### src/rtl/hero_write_packer.sv
// Store-and-forward packer for the hero write bus: buffers whole transactions in a FIFO
// and replays each as a gap-free VALID* DONE burst on a registered bus.
module hero_write_packer #(
    parameter int unsigned HERO_WIDTH = 36,
    parameter int unsigned DEPTH      = 8
) (
    input  logic                    clk,
    input  logic                    rst_n,
    input  logic                    in_valid,
    output logic                    in_ready,
    input  logic [HERO_WIDTH-1:0]   in_data,
    input  logic                    in_last,
    output logic [HERO_WIDTH+4:0]   hero_out,
    output logic [$clog2(DEPTH):0]  txn_pending,
    output logic                    trunc_err,
    input  logic                    clr_err
);
    localparam int unsigned AW = $clog2(DEPTH);
    localparam int unsigned CW = AW + 1;

    localparam logic [3:0] CT_IDLE  = 4'd0;
    localparam logic [3:0] CT_VALID = 4'd1;
    localparam logic [3:0] CT_DONE  = 4'd2;

    typedef enum logic {S_IDLE, S_SEND} state_t;

    logic [HERO_WIDTH-1:0] r_data_mem [DEPTH];
    logic [DEPTH-1:0]      r_last_mem;
    logic [AW-1:0]         r_wr_ptr;
    logic [AW-1:0]         r_rd_ptr;
    logic [CW-1:0]         r_count;
    logic [CW-1:0]         r_pending;
    logic                  r_err;
    logic                  r_live;
    logic [HERO_WIDTH+4:0] r_hero;
    state_t                r_state;
    state_t                w_state_d;

    logic                  w_full;
    logic                  w_push;
    logic                  w_pop;
    logic                  w_start;
    logic                  w_trunc;
    logic                  w_inc;
    logic                  w_head_last;
    logic [HERO_WIDTH-1:0] w_head_data;
    logic [3:0]            w_type;
    logic [HERO_WIDTH-1:0] w_wdat;

    assign w_full      = (r_count == CW'(DEPTH));
    // r_live holds ready low for the first cycle after reset is released.
    assign in_ready    = rst_n && r_live && !w_full;
    assign w_push      = in_valid && in_ready;
    assign w_head_data = r_data_mem[r_rd_ptr];
    assign w_head_last = r_last_mem[r_rd_ptr];

    // Idle with a full FIFO and no buffered last beat can never drain: close the transaction.
    assign w_trunc = (r_state == S_IDLE) && w_full && (r_pending == '0);
    assign w_inc   = (w_push && in_last) || w_trunc;

    always_ff @(posedge clk) begin
        if (!rst_n) begin
            r_state <= S_IDLE;
        end else begin
            r_state <= w_state_d;
        end
    end

    always_comb begin
        w_state_d = r_state;
        w_pop     = 1'b0;
        w_start   = 1'b0;
        w_type    = CT_IDLE;
        w_wdat    = '0;
        unique case (r_state)
            S_IDLE: begin
                if (r_pending != '0) begin
                    w_pop     = 1'b1;
                    w_start   = 1'b1;
                    w_type    = w_head_last ? CT_DONE : CT_VALID;
                    w_wdat    = w_head_data;
                    w_state_d = w_head_last ? S_IDLE : S_SEND;
                end
            end
            S_SEND: begin
                w_pop     = 1'b1;
                w_type    = w_head_last ? CT_DONE : CT_VALID;
                w_wdat    = w_head_data;
                w_state_d = w_head_last ? S_IDLE : S_SEND;
            end
            default: begin
                w_state_d = S_IDLE;
            end
        endcase
    end

    // Storage needs no reset: the pointers and count define what is valid.
    always_ff @(posedge clk) begin
        if (w_push) begin
            r_data_mem[r_wr_ptr] <= in_data;
            r_last_mem[r_wr_ptr] <= in_last;
        end
        if (w_trunc) begin
            r_last_mem[r_wr_ptr - AW'(1)] <= 1'b1;
        end
    end

    always_ff @(posedge clk) begin
        if (!rst_n) begin
            r_wr_ptr  <= '0;
            r_rd_ptr  <= '0;
            r_count   <= '0;
            r_pending <= '0;
            r_err     <= 1'b0;
            r_live    <= 1'b0;
            r_hero    <= '0;
        end else begin
            r_live <= 1'b1;
            if (w_push) begin
                r_wr_ptr <= r_wr_ptr + AW'(1);
            end
            if (w_pop) begin
                r_rd_ptr <= r_rd_ptr + AW'(1);
            end
            r_count   <= r_count + CW'(w_push) - CW'(w_pop);
            r_pending <= r_pending + CW'(w_inc) - CW'(w_start);
            if (w_trunc) begin
                r_err <= 1'b1;
            end else if (clr_err) begin
                r_err <= 1'b0;
            end
            r_hero <= {w_type, w_wdat, (w_type != CT_IDLE)};
        end
    end

    assign hero_out    = r_hero;
    assign txn_pending = r_pending;
    assign trunc_err   = r_err;

endmodule

### config.mk
export PLATFORM = sky130hd
export DESIGN_NAME = hero_write_packer
export DESIGN_NICKNAME = d
export VERILOG_FILES = /design/src/rtl/hero_write_packer.sv
export SDC_FILE = /design/constraint.sdc
export NUM_CORES = 1
export LEC_CHECK = 0
export ABC_AREA = 1
export BUFFER_PORTS_ARGS = -buffer_cell sky130_fd_sc_hd__buf_2
export CORE_UTILIZATION = 55
export CTS_CLUSTER_DIAMETER = 150
export DETAILED_ROUTE_END_ITERATION = 10
export PLACE_DENSITY = 0.74
export RECOVER_POWER = 100
export SLEW_MARGIN = 20
export SYNTH_ARGS = -nofsm -noshare
export SYNTH_HDL_FRONTEND = slang
export SYNTH_SLANG_ARGS = --single-unit
### constraint.sdc
create_clock -name clk -period 5.2 [get_ports clk]
set_input_delay 0.78 -clock clk [delete_from_list [all_inputs] [get_ports clk]]
set_output_delay 0.78 -clock clk [all_outputs]
set_load 0.02 [all_outputs]
# Word level (Yosys, flattened, before mapping)
# Memory sizes are Yosys's and may differ from the RTL's. A register that Yosys moved wholly into a read port is not among the register bits.
# Index checks and enable logic that the tools add are counted.
# word_totals
word_cells,66
regBits,66
memories,1
output_inout_bits,47
mem_bits_rw,288
# classes
muxes,27
n_reduce_logical,14
addsub,7
n_lt_le_gt_ge,5
n_eq_ne,1
n_bitwise,2
# mem_list
name,depth,width,read_ports,rd_clocked_by_memory_dff,write_ports,line,text
r_data_mem,8,36,1,1,1,27,logic [HERO_WIDTH-1:0] r_data_mem [DEPTH];
# ops
cell,count
case mux 36 bit (2 select lines),1
2-to-1 mux 36 bit,1
2-to-1 mux 8 bit,2
less-than comparator 3 x 4 -> 1 bit (second input constant),3
2-to-1 mux 1 bit,12
adder 4 x 1 -> 4 bit,2
bitwise mux 8 bit,1
logical AND 1 bit,8
bitwise OR 8 bit,1
case mux 4 bit (2 select lines),1
nonzero test 4 bit,2
subtractor 4 x 1 -> 4 bit,2
adder 3 x 1 -> 3 bit (second input constant),2
demux 1 bit (select 3 bit),2
>= comparator 3 x 1 -> 1 bit (second input constant),2
2-to-1 mux 3 bit,2
equality test 4 bit (second input constant),1
zero test 4 bit,1
2-to-1 mux 2 bit,2
case mux 1 bit (2 select lines),2
binary-select mux 1 bit (select 3 bit),1
subtractor 3 x 1 -> 3 bit (second input constant),1
nonzero test 2 bit,1
zero test 1 bit,1
2 further kinds,2

# Depth between registers and ports, before layout
# Gate-level depths: netlist of the first run.
# depth
depth_word,8
depth_mapped,15

# Worst setup path after synthesis of the first run
# OpenSTA, ideal clock, no wires.
# synth_path
kind,in2reg
startpoint,input port rst_n
endpoint,memory r_data_mem[0][0] (enable)
arrival_time_ns,2.681
n_path_buf,1
t_required_ns,4.771
path_stages,5
path_slack_ns,2.090
cell_sequence,nand2_1 > inv_1 > nand3_1 > buf_2 > nor2_1
# synth_between
elab_chain_cells,5
# synth_rtl
element,line,text
start: declaration,8,"input logic rst_n,"
logical AND 1 bit (2 in a row),52,assign in_ready = rst_n && r_live && !w_full;
logical AND 1 bit,53,assign w_push = in_valid && in_ready;
2-to-1 mux 1 bit,99,if (w_push) begin
2-to-1 mux 1 bit (not written as such),100,r_data_mem[r_wr_ptr] <= in_data;
end: declaration,27,
# No other way between the ends.

# Worst setup path after layout of the first run
# layout_path
startpoint,input port rst_n
endpoint,memory r_data_mem[2][19] (enable)
# The elaborated chain is that of the path after synthesis.

==> metrics.txt, run 1 <==
CTS H-tree depth 2; crit path cell chain clkbuf_1 -> nand2_1 -> inv_1 -> nand3_1 -> clkbuf_1 -> nor2_4 -> clkbuf_1; FILL cells roughly 1900; Util after Layout 0.633; cts hold-fix bufs 0; Worst Setup Start Kind input pin; ys flop type edfxtp_1; first-pass GRT wire length between 40000 and 50000 um; synthesized flop and latch total roughly 350; cell area after synthesis 0.0139 mm2; routed vias/inst 5.40; routed via count 8952; post-route minimum period about 3700 ps; HP Class reg2reg; failing checks capacitance limit, slew limit; largest net degree at the start of global routing a little over 100; clock slew at reported path FFs ~60 ps; Initial DRC Count about 830; worst setup path class in2reg; Worst-Margin Slew ~2000 ps; setup violators final 0; CTS tree done; most frequent cells in the layout nand2_1, edfxtp_1, nand3_1, clkbuf_1, dfxtp_1; cell mode on critical path clkbuf_1; top layer in use met4; share of cells above drive strength 1 0.0503; Root Driver clkbuf_16; Initial Utilization 0.566; Synth warnings 0; Diodes inserted 0; Area Overhead vs Synth 11.8%; Max clock buf depth 3; Setup crit end kind register; Final Instance Area ~0.016 mm2; Syn Inst Count 1241; Post-CTS Setup Bufs 0; Leak Pwr slightly below 6 nW; most common cell after layout, fill and taps aside nand2_1; drt pass-1 iters 5; Total GRT Usage 0.221; placer congestion estimate a little under 0.8; Mean Syn Cell Area ~11 um2; RSZ-0062 raised after global routing false; CP Data Arrival Time around 3800 ps; Post-synth EDFFs 288; crit-path max FO 21; period utilization 0.710; VDD IR-drop max between 0.0002 and 0.0003 V; worst skew pair latency 520 ps; slowest CP cell clkbuf_1; WL/cell around 17 um; CTS-repair resized insts 0; total grt overflow 0; Routed Antenna Nets 0; PwrDens ~500 mW/mm2; number of global-route vias before repair between 8000 and 9000; dpl ws 2240 ps; row count 57; outcome finished, violations left; wire length on met3 approximately 1700 um; setup_tns 0 ps; fmax roughly 270 MHz; initial antenna violation count 0; # port buffers 85; final hold vios 0; WL met2 13700 um; DPL Wire Length roughly 15000 um; Die Y roughly 160 um; Slew Limit Fails 70; CORE AREA approximately 0.025 mm2; Ports between 80 and 90; detailed-route DRC error count 0; fin worst setup slack roughly 1500 ps; Placed Area 0.0146 mm2; non-filler cells, final 1657; met1 WL roughly 12000 um; nets ~1400; FF/Latch Area approximately 0.01 mm2; clock sinks ~350; Clock Skews roughly 13 ps; Die W 161 um; slew margin rel. -0.311; Distinct cells, synth 25; maxcap violations 3; placed cells roughly 1600; Seq/Total Area, Yosys 0.718; area of the multi-input gates 0.00341 mm2; Num CTS Buffers 36; overall routed net length approximately 28000 um; Async SR Flop Fraction 0; Req. time, crit path about 5300 ps; die area 0.0259 mm2; critical path's largest stage delay 1140 ps
layer usage:
layer	track usage	up-vias
met2	0.371	313
met3	0.0356	50
met1	0.294	4263
met4	0.0768	0
li1	-	4326
met5	0	-
kinds of logic (layout without fill, tap and decap cells):
kind of cell    after synthesis  in the layout  share of synthesized area
fa+ha+maj                    15             15                     0.0146
other cells                   1              2                   0.000270
flops                       354            354                      0.718
compound gates               59             59                     0.0214
xor+xnor                      4              4                    0.00252
buf+inv                     113            204                     0.0382
simple gates                695            695                      0.205
worst paths after layout:
kind         startpoint           endpoint  slack (ps)  depth (start not counted)
max               rst_n  r_data_mem[2][19]        1510                          7
max reg2reg  r_count[2]  r_data_mem[2][19]        1680                          7
min           trunc_err          trunc_err         500                          2
min reg2reg   trunc_err          trunc_err         500                          2
synth_stat cells (2+ instances only):
library cell | count | area share
xnor2_1 | 2 | 0.0013
nand4_1 | 4 | 0.0018
fa_1 | 2 | 0.0029
nand3b_1 | 2 | 0.0011
dfxtp_1 | 66 | 0.095
clkbuf_1 | 8 | 0.0022
a21oi_1 | 49 | 0.018
inv_2 | 2 | 0.00054
nand2_1 | 457 | 0.12
inv_1 | 40 | 0.011
buf_1 | 8 | 0.0022
buf_4 | 12 | 0.0065
buf_2 | 41 | 0.015
nor2_1 | 60 | 0.016
nand3_1 | 170 | 0.061
xor2_1 | 2 | 0.0013
o21ai_0 | 9 | 0.0032
ha_1 | 13 | 0.012
edfxtp_1 | 288 | 0.62
critical path, delay by kind of cell:
family | cells | cell delay (ps)
buffers and inverters | 4 | 2110
AND/OR/NAND/NOR | 3 | 890
state kept, by name (all words and copies together) (netlist names), named ones only:
register and flops:
r_rd_ptr 3, r_wr_ptr 3, hero_out 39, txn_pending 4, r_count 4, r_data_mem 288, r_last_mem 8, r_live 1
trunc_err 1
layout make-up:
cell class | count | area share
clock inverter | 14 | 0.00757
multi-input combinational | 775 | 0.220
inverter | 43 | 0.0106
clock buffer | 48 | 0.0642
sequential | 354 | 0.642
tap | 324 | 0.0261
timing repair buffer | 99 | 0.0293
report_power, final:
part / switching, mW / internal (mW)
combinational: 1.45 / 0.645
sequential: 0.155 / 3.30
clock: 1.01 / 1.44
total: 2.62 / 5.39
metrics by stage:
step | power, mW | hold WS (ps)
3_5_place_dp | 5.66 | 482
5_1_grt | 8.47 | 538
4_1_cts | 8.11 | 498
3_3_place_gp | 5.59 | 470
6_report | 8.00 | 500
2_1_floorplan | 5.12 | 464
Note: power is estimated with default switching activity, not from simulation.
==> run 2: changes to the inputs <==
- ABC_AREA: 1 -> 0
- clock period: 5.2 -> 3.6 ns (I/O delays scaled with it)
==> run 2 against run 1 <==
The flow still finishes with violations (capacitance limit, slew limit). Non-clock buffer count shrank 1. Sequential share of layout area grew 2.1 points. Clock skew barely moved. Register-to-register slack worse by 1100 ps. Cell area is 3.1% lower. Critical path type is now reg2reg. Total power rose by 29%. Clock-buffer cell count is 3 higher. Die area down 3.8%. Synthesized cell count down 47%. Clock power grew 40%. First-iteration DRC count fell by 32%. Global-route usage is 2.1 points lower.
==> metrics.txt, run 2 <==
maxcap violations 1 (was 3); failing checks capacitance limit, slew limit (unchanged); synthesized flop and latch total 354 (unchanged); top cell type by total area after synthesis edfxtp_1 (unchanged); FILL cells 1639 (was 1897); Reg with most FFs r_data_mem (unchanged); worst skew pair latency 510 ps (was 520 ps); Leak Pwr 4.91 nW (was 5.76 nW); number of global-route vias before repair 6738 (was 8779); most common cell after layout, fill and taps aside edfxtp_1 (was nand2_1); Worst Setup Start Kind register (was input pin); Syn Inst Count 660 (was 1241); Mean Syn Cell Area 20.2 um2 (was 11.2 um2); overall routed net length 23700 um (was 28000 um); HP Class in2reg (was reg2reg); most frequent cells in the layout edfxtp_1, clkbuf_1, dfxtp_1, nor2_1, mux4_2 (was nand2_1, edfxtp_1, nand3_1, clkbuf_1, dfxtp_1); Num CTS Buffers 35 (was 36); ys flop type edfxtp_1 (unchanged); number of flip-flops in the largest register 288 (unchanged); Final Instance Area 0.0150 mm2 (was 0.0155 mm2); dpl ws 1010 ps (was 2240 ps); drt pass-1 iters 5 (unchanged); row count 56 (was 57); Util after Layout 0.637 (was 0.633); fmax around 330 MHz; post-route minimum period around 3000 ps; Initial Utilization 0.565 (was 0.566); CTS H-tree depth 2 (unchanged); nets 817 (was 1365); cts hold-fix bufs 0 (unchanged); Post-CTS Setup Bufs 0 (unchanged); Worst-Margin Slew 1850 ps (was 1960 ps); VDD IR-drop max 0.000369 V (was 0.000282 V); Hold Path End trunc_err (unchanged); Seq/Total Area, Yosys 0.747 (was 0.718); Die W 158 um (was 161 um); leading cell types by count after synthesis edfxtp_1, dfxtp_1, nor2_1, mux4_2, mux2i_1 (was nand2_1, edfxtp_1, nand3_1, dfxtp_1, nor2_1); Ports 88 (unchanged); hold depth 3 (was 2); share of cells above drive strength 1 0.149 (was 0.0503); initial antenna violation count 0 (unchanged); Placed Area 0.0141 mm2 (was 0.0146 mm2); Post-synth EDFFs 288 (unchanged); PwrDens 685 mW/mm2 (was 515 mW/mm2); clock slew at reported path FFs 60 ps (about the same); worst setup path class reg2reg (was in2reg); Total GRT Usage 0.200 (was 0.221); tightest hold margin 350 ps (was 500 ps); WL/cell 21.4 um (was 16.9 um); largest net degree at the start of global routing 73 (was 103); total grt overflow 0 (unchanged); DPL Wire Length 12900 um (was 15300 um); Clock Skews 12.7 ps (was 13.1 ps); Slew Limit Fails 39 (was 70); cell area after synthesis 0.0134 mm2 (was 0.0139 mm2); routed vias/inst 5.77 (was 5.40); die area 0.0249 mm2 (was 0.0259 mm2); hold_sp clr_err (was trunc_err); Async SR Flop Fraction 0 (unchanged); final hold vios 0 (unchanged); crit-path max FO 38 (was 21); placer congestion estimate 0.794 (was 0.795); routed via count 6381 (was 8952); detailed-route DRC error count 0 (unchanged); Diodes inserted 0 (unchanged); Synth warnings 0 (unchanged); Max clock buf depth 3 (unchanged); clock sinks 354 (unchanged); Root Driver clkbuf_16 (unchanged); period utilization 0.837; Area Overhead vs Synth 12.7% (was 11.8%); Critical R2R Launch txn_pending[2] (was r_count[2]); Worst R2R Setup Slack 590 ps (was 1680 ps); Worst R2R Path Depth 6 (was 7); Distinct cells, synth 39 (was 25); CORE AREA 0.0236 mm2 (was 0.0245 mm2); Initial DRC Count 566 (was 833); CP Data Arrival Time 3290 ps (was 3800 ps); top area cells in the synthesized netlist edfxtp_1, dfxtp_1, mux4_2 (was edfxtp_1, nand2_1, dfxtp_1); setup_tns 0 ps (unchanged); CTS-repair resized insts 0 (unchanged); setup violators final 0 (unchanged); RSZ-0062 raised after global routing false (unchanged); Die Y 158 um (was 161 um); first-pass GRT wire length 36700 um (was 45300 um); fin worst setup slack 587 ps (was 1510 ps); Routed Antenna Nets 0 (unchanged); top-area cell type share of the netlist area 0.648 (was 0.623); slew margin rel. -0.238 (was -0.311); count leader, synth edfxtp_1 (was nand2_1); Setup crit end kind register (unchanged); CTS tree done (unchanged); Req. time, crit path 3880 ps (was 5310 ps); reg-to-reg critical path endpoint hero_out[35] (was r_data_mem[2][19]); outcome finished, violations left (unchanged); # port buffers 85 (unchanged)
[run 2: cell count changes after synthesis, sizes merged, moves of 8 or more]
cell and change:
inv -28, nor2 -17, nor3 +8, o221ai +8, nand3 -164, a21oi -42
o31ai +8, nand2 -447, mux2i +40, mux4 +74, buf -33
[run 2: routing by layer]
| layer | track usage | wire (um) | share of wire | vias up |
|---|---|---|---|---|
| met4 | 0.0661 | 492 | 0.021 | 0 |
| li1 | - | - | - | 2853 |
| met1 | 0.264 | 10000 | 0.42 | 3278 |
| met3 | 0.0389 | 1290 | 0.054 | 43 |
| met2 | 0.336 | 11900 | 0.50 | 207 |
| met5 | 0 | 0 | 0 | - |
[run 2: how the worst max path moves through the flow]
stage / end / startpoint / cells after the start / slack, ps
global route: r_data_mem[5][25] / r_count[2] / 6 / 430
finish: hero_out[35] / txn_pending[2] / 6 / 590
detailed placement: txn_pending[1] / r_count[2] / 10 / 1010
floorplan: r_data_mem[4][0] / rst_n / 3 / -370
CTS: txn_pending[1] / r_count[2] / 10 / 1000
global placement: txn_pending[1] / r_count[2] / 10 / 1120
[run 2: cell type report]
class                   count  area (um2)  area share
inverters                  16        60.1     0.00399
repair buffers             98         397      0.0264
well taps                 319         399      0.0265
flip-flops and latches    354        9980       0.663
clock inverters            12        85.1     0.00566
multi-input cells         256        3110       0.207
clock buffers              51        1010      0.0670
[run 2: metrics by stage]
step / total power, mW / instances
after global routing: 10.8 / 1106
after detailed placement: 7.02 / 1043
after global placement: 6.93 / 1043
after floorplan: 6.48 / 661
after CTS: 10.5 / 1106
final: 10.3 / 1106
[run 2: power by group]
part / leakage [nW] / internal (mW) / total (mW) / switching (mW)
Clock: 0.531 / 2.02 / 3.44 / 1.43
Sequential: 3.14 / 4.71 / 5.00 / 0.292
Combinational: 1.23 / 0.837 / 1.86 / 1.02
[run 2: kinds of logic (layout without fill, tap and decap cells)]
kind of cell             Yosys count  count (layout)  synth area share
AND/OR/NAND/NOR                   90              90            0.0327
other                              1               2          0.000281
flip-flops                       354             354             0.747
adder cells (fa/ha/maj)           15              15            0.0152
AO/OA/AOI/OAI                     30              30            0.0157
buffers and inverters             51             177            0.0226
multiplexers                     114             114             0.164
XOR/XNOR                           5               5           0.00328
[run 2: critical path, cell delays in order (launching register included)]
cell	delay (ps)
dfxtp_1	310
inv_1	70
ha_1	170
nor4b_4	370
inv_1	200
nand2_1	1360
nor2_1	280
